### config.mk
export PLATFORM = sky130hd
export DESIGN_NAME = mux_pipe_scan
export DESIGN_NICKNAME = d
export VERILOG_FILES = /design/src/rtl/mux_pkg.sv /design/src/rtl/mux_stage.sv /design/src/rtl/mux_pipe_scan.sv
export SDC_FILE = /design/constraint.sdc
export NUM_CORES = 1
export LEC_CHECK = 0
export CAP_MARGIN = 10
export CORE_ASPECT_RATIO = 1.75
export CORE_MARGIN = 2
export CORE_UTILIZATION = 45
export DETAILED_ROUTE_END_ITERATION = 10
export GPL_TIMING_DRIVEN = 0
export PLACE_DENSITY = 0.72
export SLEW_MARGIN = 30
export SYNTH_ARGS = -nofsm -noshare
export SYNTH_HDL_FRONTEND = slang
export SYNTH_SLANG_ARGS = --single-unit
### constraint.sdc
create_clock -name clk -period 1.69 [get_ports clk]
set_clock_uncertainty 0.2 [all_clocks]
set_input_delay 0.338 -clock clk [delete_from_list [all_inputs] [get_ports clk]]
set_output_delay 0.338 -clock clk [all_outputs]
set_load 0.03 [all_outputs]
### src/rtl/mux_pkg.sv
// mux_pkg: shared tag type and select-width helper for the pipelined selector.
`default_nettype none

package mux_pkg;

  localparam int TAG_IDX_W = 16;

  typedef struct packed {
    logic                 valid;
    logic                 err;
    logic                 scan;
    logic [TAG_IDX_W-1:0] idx;
  } tag_t;

  function automatic int sel_width(input int n);
    return (n <= 2) ? 1 : $clog2(n);
  endfunction

endpackage

`default_nettype wire

### src/rtl/mux_stage.sv
// mux_stage: one registered level of 2:1 muxes; the tag travels alongside the data.
`default_nettype none

module mux_stage
  import mux_pkg::*;
#(
  parameter int IN_WORDS = 2,
  parameter int W        = 1
) (
  input  logic                       clk,
  input  logic                       rst,
  input  logic                       hold,
  input  logic                       sel_bit,
  input  tag_t                       in_tag,
  input  logic [IN_WORDS*W-1:0]      in_data,
  output tag_t                       out_tag,
  output logic [(IN_WORDS/2)*W-1:0]  out_data
);

  localparam int OUT_WORDS = IN_WORDS / 2;

  logic [OUT_WORDS*W-1:0] nxt_data;

  always_comb begin
    nxt_data = '0;
    for (int j = 0; j < OUT_WORDS; j++) begin
      nxt_data[j*W +: W] = sel_bit ? in_data[(2*j+1)*W +: W] : in_data[2*j*W +: W];
    end
  end

  always_ff @(posedge clk or posedge rst) begin
    if (rst) begin
      out_tag  <= '0;
      out_data <= '0;
    end else if (!hold) begin
      out_tag  <= in_tag;
      out_data <= nxt_data;
    end
  end

endmodule

`default_nettype wire

### src/rtl/mux_pipe_scan.sv
// mux_pipe_scan: pipelined N-way W-bit selector with valid/ready requests and auto-scan.
`default_nettype none

module mux_pipe_scan
  import mux_pkg::*;
#(
  parameter  int N   = 8,
  parameter  int W   = 1,
  localparam int SW  = sel_width(N),
  localparam int LAT = SW
) (
  input  logic          clk,
  input  logic          rst,
  input  logic [N*W-1:0] a,
  input  logic          scan,
  input  logic          s_valid,
  input  logic [SW-1:0] s_sel,
  output logic          s_ready,
  output logic [W-1:0]  y,
  output logic [SW-1:0] y_idx,
  output logic          y_err,
  output logic          y_valid,
  input  logic          y_ready,
  output logic          scan_done
);

  localparam int            LEAVES = 1 << LAT;
  localparam logic [SW-1:0] LAST   = SW'(N - 1);
  localparam logic [SW:0]   N_EXT  = (SW + 1)'(N);

  logic                  stall;
  logic [SW-1:0]         scan_idx;
  logic [SW-1:0]         issue_idx;
  tag_t                  issue_tag;
  tag_t                  last_tag;
  logic [LEAVES*W-1:0]   leaves;

  assign stall   = y_valid && !y_ready;
  assign s_ready = !stall;

  // Missing leaves of a non-power-of-two tree read as zero.
  always_comb begin
    leaves          = '0;
    leaves[N*W-1:0] = a;
  end

  always_comb begin
    issue_tag       = '0;
    issue_idx       = scan ? scan_idx : s_sel;
    issue_tag.valid = !stall && (scan || s_valid);
    issue_tag.err   = !scan && ({1'b0, s_sel} >= N_EXT);
    issue_tag.scan  = scan;
    issue_tag.idx   = TAG_IDX_W'(issue_idx);
  end

  always_ff @(posedge clk or posedge rst) begin
    if (rst) begin
      scan_idx <= '0;
    end else if (!scan) begin
      scan_idx <= '0;
    end else if (!stall) begin
      scan_idx <= (scan_idx == LAST) ? '0 : scan_idx + 1'b1;
    end
  end

  for (genvar i = 0; i < LAT; i++) begin : g_lvl
    localparam int IN_WORDS = LEAVES >> i;

    tag_t                          tin;
    tag_t                          tout;
    logic [IN_WORDS*W-1:0]         din;
    logic [(IN_WORDS/2)*W-1:0]     dout;

    if (i == 0) begin : g_first
      assign tin = issue_tag;
      assign din = leaves;
    end else begin : g_next
      assign tin = g_lvl[i-1].tout;
      assign din = g_lvl[i-1].dout;
    end

    mux_stage #(
      .IN_WORDS (IN_WORDS),
      .W        (W)
    ) u_stage (
      .clk      (clk),
      .rst      (rst),
      .hold     (stall),
      .sel_bit  (tin.idx[i]),
      .in_tag   (tin),
      .in_data  (din),
      .out_tag  (tout),
      .out_data (dout)
    );
  end

  assign last_tag  = g_lvl[LAT-1].tout;
  assign y         = g_lvl[LAT-1].dout;
  assign y_valid   = last_tag.valid;
  assign y_err     = last_tag.err;
  assign y_idx     = last_tag.idx[SW-1:0];
  assign scan_done = y_valid && y_ready && last_tag.scan && (y_idx == LAST);

endmodule

`default_nettype wire

# Word level (Yosys, flattened, before mapping)

Cells that the tools add are included.

Add/sub/neg operators: 1
Equal/unequal tests: 3
Multiplexer cells: 11
Reductions and logical operators: 8

Operator list:

| cell                                                           | number |
|---|---|
| 3-bit two-way mux                                              | 4 |
| 1-bit two-way mux                                              | 7 |
| 3-bit equality test (second input constant)                    | 2 |
| 1-bit logical AND                                              | 5 |
| 3-bit by 1-bit adder with 3-bit output (second input constant) | 1 |
| 1-bit zero test                                                | 2 |
| 2-bit != test (second input constant)                          | 1 |
| 1-bit logical OR                                               | 1 |

Bits in registers: 25
Output and inout bits: 8
Logic and storage cells: 36

# Logic depth before layout (Yosys ltp)

Gate-level depths: netlist (run 1).

Word-level depth: 4
Depth in mapped cells: 5
Mapped depth without buffers: 5

# Hierarchy

Synthesis (run 1) repeated with hierarchy kept, for this count alone.

Cell total of the unflattened synthesis: 179
Area, all modules: 2821.5 um2

Modules (own cells, without submodules):

| module                        | times used | cells each | area each (um2) |
|---|---|---|---|
| mux_stage at g_lvl[0].u_stage | 1          | 59         | 960.9 |
| mux_stage at g_lvl[2].u_stage | 1          | 45         | 827.0 |
| mux_stage at g_lvl[1].u_stage | 1          | 49         | 803.3 |
| mux_pipe_scan                 | 1          | 26         | 230.2 |

# Least setup slack after synthesis (run 1)

OpenSTA, ideal clock, no wires.

Kind: register to output
Start point: register g_lvl[2].u_stage.out_tag[18] in the netlist's numbering
End point: output port s_ready
Data arrival time: 1.056 ns
Setup slack: 0.096 ns
Cell stages (with the launch flop): 5
Cells stage by stage: dfrtp_1 -> nand2b_1 -> buf_6 -> buf_6 -> buf_6

Cells in the longest elaborated chain, start to end: 2

RTL lines:

| item                     | RTL line            | source |
|---|---|---|
| start: declaration       | mux_stage.sv:16     | `output tag_t out_tag,` |
| start signal: assignment | mux_stage.sv:36     | `out_tag <= in_tag;` |
| 1-bit logical AND        | mux_pipe_scan.sv:38 | `assign stall = y_valid && !y_ready;` |
| 1-bit zero test          | n/a                 |  |
| end: declaration         | mux_pipe_scan.sv:18 | `output logic s_ready,` |

No other way between the ends.

# Worst setup path in the final report (run 1)

Start point: register g_lvl[2].u_stage.out_tag[0] in the netlist's numbering
End point: output port y_idx[0]

RTL lines:

| item             | RTL line            | source |
|---|---|---|
| end: declaration | mux_pipe_scan.sv:20 | `output logic [SW-1:0] y_idx,` |

No word-level cell between the ends.

==> run metrics, run 1 <==
outcome=finished, final reports clean; Final Max Slew Viols=0; Gate power share=30.6%; Worst Hold Class=in -> reg; Crit Path Max Fanout=3; post-layout min period=between 1.5 and 2 ns; fin crit share=97.37%; dpl ws=-0.9409 ns; Reg clk slew, reported paths=0.08 ns; Num CTS Buffers=3; multiplexer share of the synthesized area=22.05%; Crit Path Category=reg -> out; number of fill cells=roughly 220; fraction of synthesized cell area in xor and xnor cells=0%; Multi-input gate area=455.4 um^2; clock root buffer master=clkbuf_8; Via-to-Cell Ratio=roughly 5.1; Switching Power=0.4951 mW; final setup fails=0; die height=around 70 um; Leak=0.6775 nW; total grt overflow=0; initial antenna violation count=0; WHS Path Cells=2; # clock sinks=25; clock power share=about 21%; CTS max path bufs=2; gp weighted congestion=0.7195; RSZ-0062 raised after global routing=false; IO Count=24; critical path required time=1.15 ns; Tot GR Track Use=14.75%; crit path capture type=primary output; vias=751; compound-cell area share of the yosys netlist=a little over 6%; Net Sw Frac=29.88%; Power Internal=1.162 mW; YS warnings=0; Total Neg Setup Slack=0 ns; Die Wd=about 42 um; largest family of logic cells by synthesized area=multiplexers; Hold-fix buffers, CTS=0; Synth Net Count=111; simple-gate portion of the synthesized area=8.108%; Sequential Power Share=48.9%; core area=0.002462 mm^2; Starting Density=47.00%; CTS tree=yes; crit start category=register; Arr. time, crit path=about 1.1 ns; sequential share of the synthesized area=54.05%; Unique masters post-synth=17; First DRT Iteration DRCs=12; Port Buffer Count=21; fraction of layout cells with a size suffix above 1=30.33%; WL/cell=13.01 um; Layout Nets=141; synth-to-layout area growth=27.35%; FP Rows=24; Hold Fails Final Rpt=0; post-DP HPWL=1.434 mm; Initial DRT Pass Iterations=3; diodes inserted=0; Routed WL=1.925 mm; FF+latch count, synth=25; H-tree depth=1; Die Area=between 0.003 and 0.004 mm^2; vias in the first global route=760; worst skew pair latency=between 0.2 and 0.3 ns; VDD IR max=0.5290 mV; max-cap viol count=0; synthesized instance count=93; reg2reg path depth=6; post-synthesis adder-cell area fraction=2.162%; final worst slack=around 0.044 ns; Achievable Freq=607.7 MHz; Mapped Area=0.001157 mm^2; PD cells=between 1000 and 1500 mW/mm^2; flip-flop and latch area=between 600 and 700 um^2; syn_area_per_cell=12.44 um^2; largest net degree at the start of global routing=26; post-route DRC violation count=0; Final ANT Viol Nets=0; first-pass GRT wire length=3.367 mm
state kept, by name, summed over array words and instances (netlist names):
| signal | cells |
|---|---|
| scan_idx | 3 |
| g_lvl.u_stage.out_data | 7 |
| g_lvl.u_stage.out_tag | 15 |
cell families after synthesis:
logic type	count (synthesis)
compound gates	11
simple gates	21
other cells	1
fa+ha+maj	2
buf+inv	10
flops	25
mux	23
cell type report:
type / count / area share, %
Sequential cell: 25 / 42.44
Multi-Input combinational cell: 58 / 30.90
Timing Repair Buffer: 26 / 15.79
Buffer: 8 / 5.348
Clock buffer: 4 / 3.056
Tap cell: 26 / 2.207
Inverter: 1 / 0.2547
through the flow:
stage	utilization, %	cell area [um^2]	std cells	total power, mW	hold WS, ns
2_1_floorplan	-	1157	93	1.154	0.1653
3_3_place_gp	56.86	1400	140	1.307	0.2454
3_5_place_dp	56.86	1400	140	1.327	0.2559
4_1_cts	58.49	1440	144	1.641	0.1597
5_1_grt	59.86	1474	148	1.757	0.1505
6_report	59.86	1474	148	1.657	0.1586
cells in the final DEF, fill, tap and decap left out:
cell type | synthesis | layout
dfrtp_1 | 25 | 25
conb_1 | 1 | 1
mux2i_4 | 1 | 1
buf_4 | 4 | 10
nor2_1 | 14 | 14
clkbuf_1 | 0 | 1
clkdlybuf4s15_1 | 0 | 1
inv_2 | 0 | 1
nand2_1 | 1 | 1
buf_8 | 0 | 2
dlygate4sd2_1 | 0 | 3
a21oi_1 | 7 | 7
clkbuf_8 | 0 | 3
clkdlybuf4s50_1 | 0 | 13
a21oi_2 | 4 | 4
mux2i_1 | 12 | 12
clkbuf_2 | 0 | 2
clkbuf_4 | 0 | 1
mux2_2 | 10 | 10
nand2b_4 | 0 | 1
nand4_1 | 1 | 1
nor2b_1 | 3 | 3
nand2b_1 | 2 | 1
buf_6 | 4 | 2
ha_1 | 2 | 2
path summary, 6_finish.rpt:
kind / startpoint / end / slack, ns
min in group asynchronous: rst / g_lvl[0].u_stage.out_tag[18]$_DFFE_PP0N_ / 0.22
hold reg to reg: g_lvl[1].u_stage.out_tag[18]$_DFFE_PP0N_ / g_lvl[2].u_stage.out_tag[18]$_DFFE_PP0N_ / 0.28
setup / recovery: g_lvl[2].u_stage.out_tag[0]$_DFFE_PP0N_ / y_idx[0] / 0.04
max in group asynchronous: rst / scan_idx[1]$_DFFE_PP0P_ / 0.73
hold / removal: scan / scan_idx[2]$_DFFE_PP0P_ / 0.16
setup reg to reg: g_lvl[2].u_stage.out_tag[18]$_DFFE_PP0N_ / g_lvl[1].u_stage.out_data[0]$_DFFE_PP0N_ / 0.13
metal layers:
layer	vias to the layer above	wire [um]	track usage (%)	part of all wire (%)
met3	4	74	2.806	3.8
met5	-	0	0	0
li1	366	-	-	-
met2	19	1047	26.50	54
met4	0	29	6.250	1.5
met1	362	773	16.55	40
worst max-delay path: stages (launching register included):
cell and delay [ns]:
dfrtp_1 0.39, buf_4 0.13, clkdlybuf4s15_1 0.32
cells in the mapped netlist:
| cell type | number | area share (%) |
|---|---|---|
| mux2i_4 | 1 | 1.9 |
| a21oi_1 | 7 | 3.0 |
| buf_2 | 1 | 0.43 |
| mux2i_1 | 12 | 10 |
| conb_1 | 1 | 0.32 |
| buf_4 | 4 | 2.6 |
| ha_1 | 2 | 2.2 |
| inv_1 | 1 | 0.32 |
| nand2b_1 | 2 | 1.1 |
| dfrtp_1 | 25 | 54 |
| nand2_1 | 1 | 0.32 |
| buf_6 | 4 | 3.9 |
| nor2b_1 | 3 | 1.6 |
| nor2_1 | 14 | 4.5 |
| a21oi_2 | 4 | 3.0 |
| mux2_2 | 10 | 9.7 |
| nand4_1 | 1 | 0.54 |
power groups by stage:
| stage | combinational (mW) | sequential (mW) | clock, mW |
|---|---|---|---|
| final | 0.508 | 0.810 | 0.340 |
| after global placement | 0.493 | 0.813 | 0 |
| after detailed placement | 0.505 | 0.822 | 0 |
| after global routing | 0.553 | 0.829 | 0.375 |
| after floorplan | 0.333 | 0.820 | 0 |
| after CTS | 0.483 | 0.810 | 0.348 |
timing repair:
item / CTS / global route
setup buffers: 1 / 4
resized for setup: 21 / 7
pin swaps: 1 / 0
endpoints found under the setup margin: 7 / 8
(Power assumes the default switching activity.)
==> inputs of run 2 (changes only) <==
--- a/config.mk
+++ b/config.mk
@@ -11,7 +11,7 @@
 export CORE_UTILIZATION = 45
 export DETAILED_ROUTE_END_ITERATION = 10
 export GPL_TIMING_DRIVEN = 0
-export PLACE_DENSITY = 0.72
+export PLACE_DENSITY = 0.8
 export SLEW_MARGIN = 30
 export SYNTH_ARGS = -nofsm -noshare
 export SYNTH_HDL_FRONTEND = slang
==> constraint.sdc (replaced) <==
create_clock -name clk -period 2.1 [get_ports clk]
set_clock_uncertainty 0.2 [all_clocks]
set_input_delay 0.42 -clock clk [delete_from_list [all_inputs] [get_ports clk]]
set_output_delay 0.42 -clock clk [all_outputs]
set_load 0.03 [all_outputs]
==> run 2 against run 1 <==
Sequential cell count stayed put. Power fell by 19%. Global-route usage decreased by 0.12 points. Combinational power down 19%. Critical path depth is the same. Register-to-register slack gained 0.53 ns. Largest power group unchanged. First-iteration DRC count down 25%. Non-clock buffer count decreased by 4. Worst hold slack improved by 0.074 ns. Die area stayed put. Clock power is 19% lower.
==> run metrics, run 2 (same netlist as run 1, synthesis figures left out) <==
most frequent cells in the layout=dfrtp_1 (25), clkdlybuf4s50_1 (18), nor2_1 (14); max reg flops=15 (unchanged); Worst Hold Class=in -> reg; Tot GR Track Use=14.63% (-0.12 points); Tightest Pin Transition=0.5029 ns; final worst slack=0.07112 ns (+0.02673 ns); reg2reg path depth=4 (-2); max-cap viol count=0 (unchanged); R2R setup slack=0.66 ns (+0.53 ns); worst skew pair latency=0.26 ns (about the same); PD cells=913.2 mW/mm^2 (-19%); final setup fails=0 (unchanged); WHS Endpoint=scan_idx[0]$_DFFE_PP0P_; critical path required time=1.48 ns (+0.33 ns); vias in the first global route=800 (+5.3%); Routed WL=1.919 mm (-0.31%); gp weighted congestion=0.7553 (+5.0%); Hold Startpoint=scan; H-tree depth=1 (unchanged); post-layout min period=2.029 ns; outcome=finished, final reports clean; Largest regs=g_lvl.u_stage.out_tag: 15 flops, g_lvl.u_stage.out_data: 7 flops, scan_idx: 3 flops; post-route insts no fill=144 (-2.7%); FP Rows=24 (unchanged); Initial DRT Pass Iterations=4 (+1); Starting Density=47.00% (unchanged); diodes inserted=0 (unchanged); Hold Fails Final Rpt=0 (unchanged); Via-to-Cell Ratio=5.188 (+2.2%); VDD IR max=0.6264 mV (+18%); largest net degree at the start of global routing=26 (unchanged); crit path capture type=primary output; Num CTS Buffers=3 (unchanged); synth-to-layout area growth=26.70%; fraction of layout cells with a size suffix above 1=26.27% (-4.1 points); Reg clk slew, reported paths=0.09 ns (about the same); post-DP HPWL=1.455 mm (+1.5%); WHS Path Cells=2 (unchanged); fin crit share=96.61%; leading cell type in the layout, fill and taps excluded=dfrtp_1; Setup crit start=g_lvl[2].u_stage.out_tag[0]$_DFFE_PP0N_; placed cells=140 (unchanged); die height=71.09 um (unchanged); Arr. time, crit path=1.41 ns (+0.30 ns); Final Max Slew Viols=0 (unchanged); # clock sinks=25 (unchanged); WL/cell=13.33 um (+2.5%); Final ANT Viol Nets=0 (unchanged); Die Wd=42.34 um (unchanged); Achievable Freq=492.9 MHz; Post-CTS Setup Inserts=0 (-1); First DRT Iteration DRCs=9 (-3); clock root buffer master=clkbuf_8; CTS tree=yes; total grt overflow=0 (unchanged); first-pass GRT wire length=3.415 mm (+1.4%); core area=0.002462 mm^2 (unchanged); RR Startpoint=g_lvl[2].u_stage.out_tag[18]$_DFFE_PP0N_; Die Area=0.003010 mm^2 (unchanged); crit start category=register; number of fill cells=224 (unchanged); Top reg by flops=g_lvl.u_stage.out_tag; Leak=0.6624 nW (-2.2%); slew margin rel.=66.43%; vias=747 (-0.53%); IO Count=24 (unchanged); CTS max path bufs=2 (unchanged); Crit Path Max Fanout=3 (unchanged); post-route DRC violation count=0 (unchanged); Layout Nets=137 (-2.8%); initial antenna violation count=0 (unchanged); RSZ-0062 raised after global routing=false; dpl ws=-0.7065 ns (+0.2345 ns); Port Buffer Count=21 (unchanged); Crit Path Category=reg -> out; reg2reg end=g_lvl[0].u_stage.out_tag[16]$_DFFE_PP0N_
==> run 2: changes by cell type in the layout (fill, tap and decap cells not counted), sizes merged <==
| cell | delta |
|---|---|
| clkdlybuf4s50 | +5 |
| clkinvlp | +1 |
| clkdlybuf4s15 | -1 |
| dlygate4sd2 | -1 |
| clkbuf | -4 |
| buf | -4 |
==> run 2: power breakdown <==
part / switching, mW / internal, mW
combinational: 0.188 / 0.223
clock: 0.142 / 0.134
sequential: 0.0695 / 0.583
==> run 2: worst max path at each step <==
stage / end / slack, ns / cells after the start
3_5_place_dp: s_ready / -0.71 / 6
3_3_place_gp: s_ready / -0.67 / 6
4_1_cts: y_idx[2] / 0.06 / 2
6_report: y_idx[0] / 0.07 / 2
2_1_floorplan: s_ready / 0.42 / 4
5_1_grt: y_idx[1] / 0.01 / 2
==> run 2: timing repair <==
item | CTS | global route
gates resized for setup | 13 | 0
hold buffers | 0 | 0
endpoints found under the setup margin | 2 | 0
==> run 2: per-stage QoR <==
stage | power, mW | utilization (%) | hold WS [ns] | cell area (um^2) | TNS [ns]
after global routing | 1.416 | 59.55 | 0.2254 | 1466 | 0
after CTS | 1.356 | 59.55 | 0.2294 | 1466 | 0
after floorplan | 0.9283 | - | 0.2305 | 1157 | 0
after global placement | 1.050 | 56.86 | 0.2427 | 1400 | -0.9147
final | 1.339 | 59.55 | 0.2328 | 1466 | 0
after detailed placement | 1.066 | 56.86 | 0.2540 | 1400 | -0.9702
==> run 2: routing by layer <==
| metal | GRT usage, % | vias to the layer above | routed length (um) |
|---|---|---|---|
| met5 | 0 | - | 0 |
| met1 | 15.66 | 366 | 721 |
| met3 | 2.806 | 4 | 61 |
| met2 | 27.52 | 16 | 1112 |
| li1 | - | 361 | - |
| met4 | 5.208 | 0 | 24 |
==> run 2: critical path, cell delays in order, from the launching register on <==
cell and delay, ns:
dfrtp_1 0.38, buf_4 0.11, clkdlybuf4s50_1 0.65
==> run 2: layout make-up <==
| type | instances | area (um^2) | area share [%] |
|---|---|---|---|
| Sequential cell | 25 | 625.6 | 42.66 |
| Multi-Input combinational cell | 58 | 455.4 | 31.06 |
| Timing Repair Buffer | 21 | 209.0 | 14.25 |
| Buffer | 9 | 91.34 | 6.229 |
| Clock buffer | 3 | 41.29 | 2.816 |
| Tap cell | 26 | 32.53 | 2.218 |
| Clock inverter | 1 | 7.507 | 0.5119 |
| Inverter | 1 | 3.754 | 0.2560 |
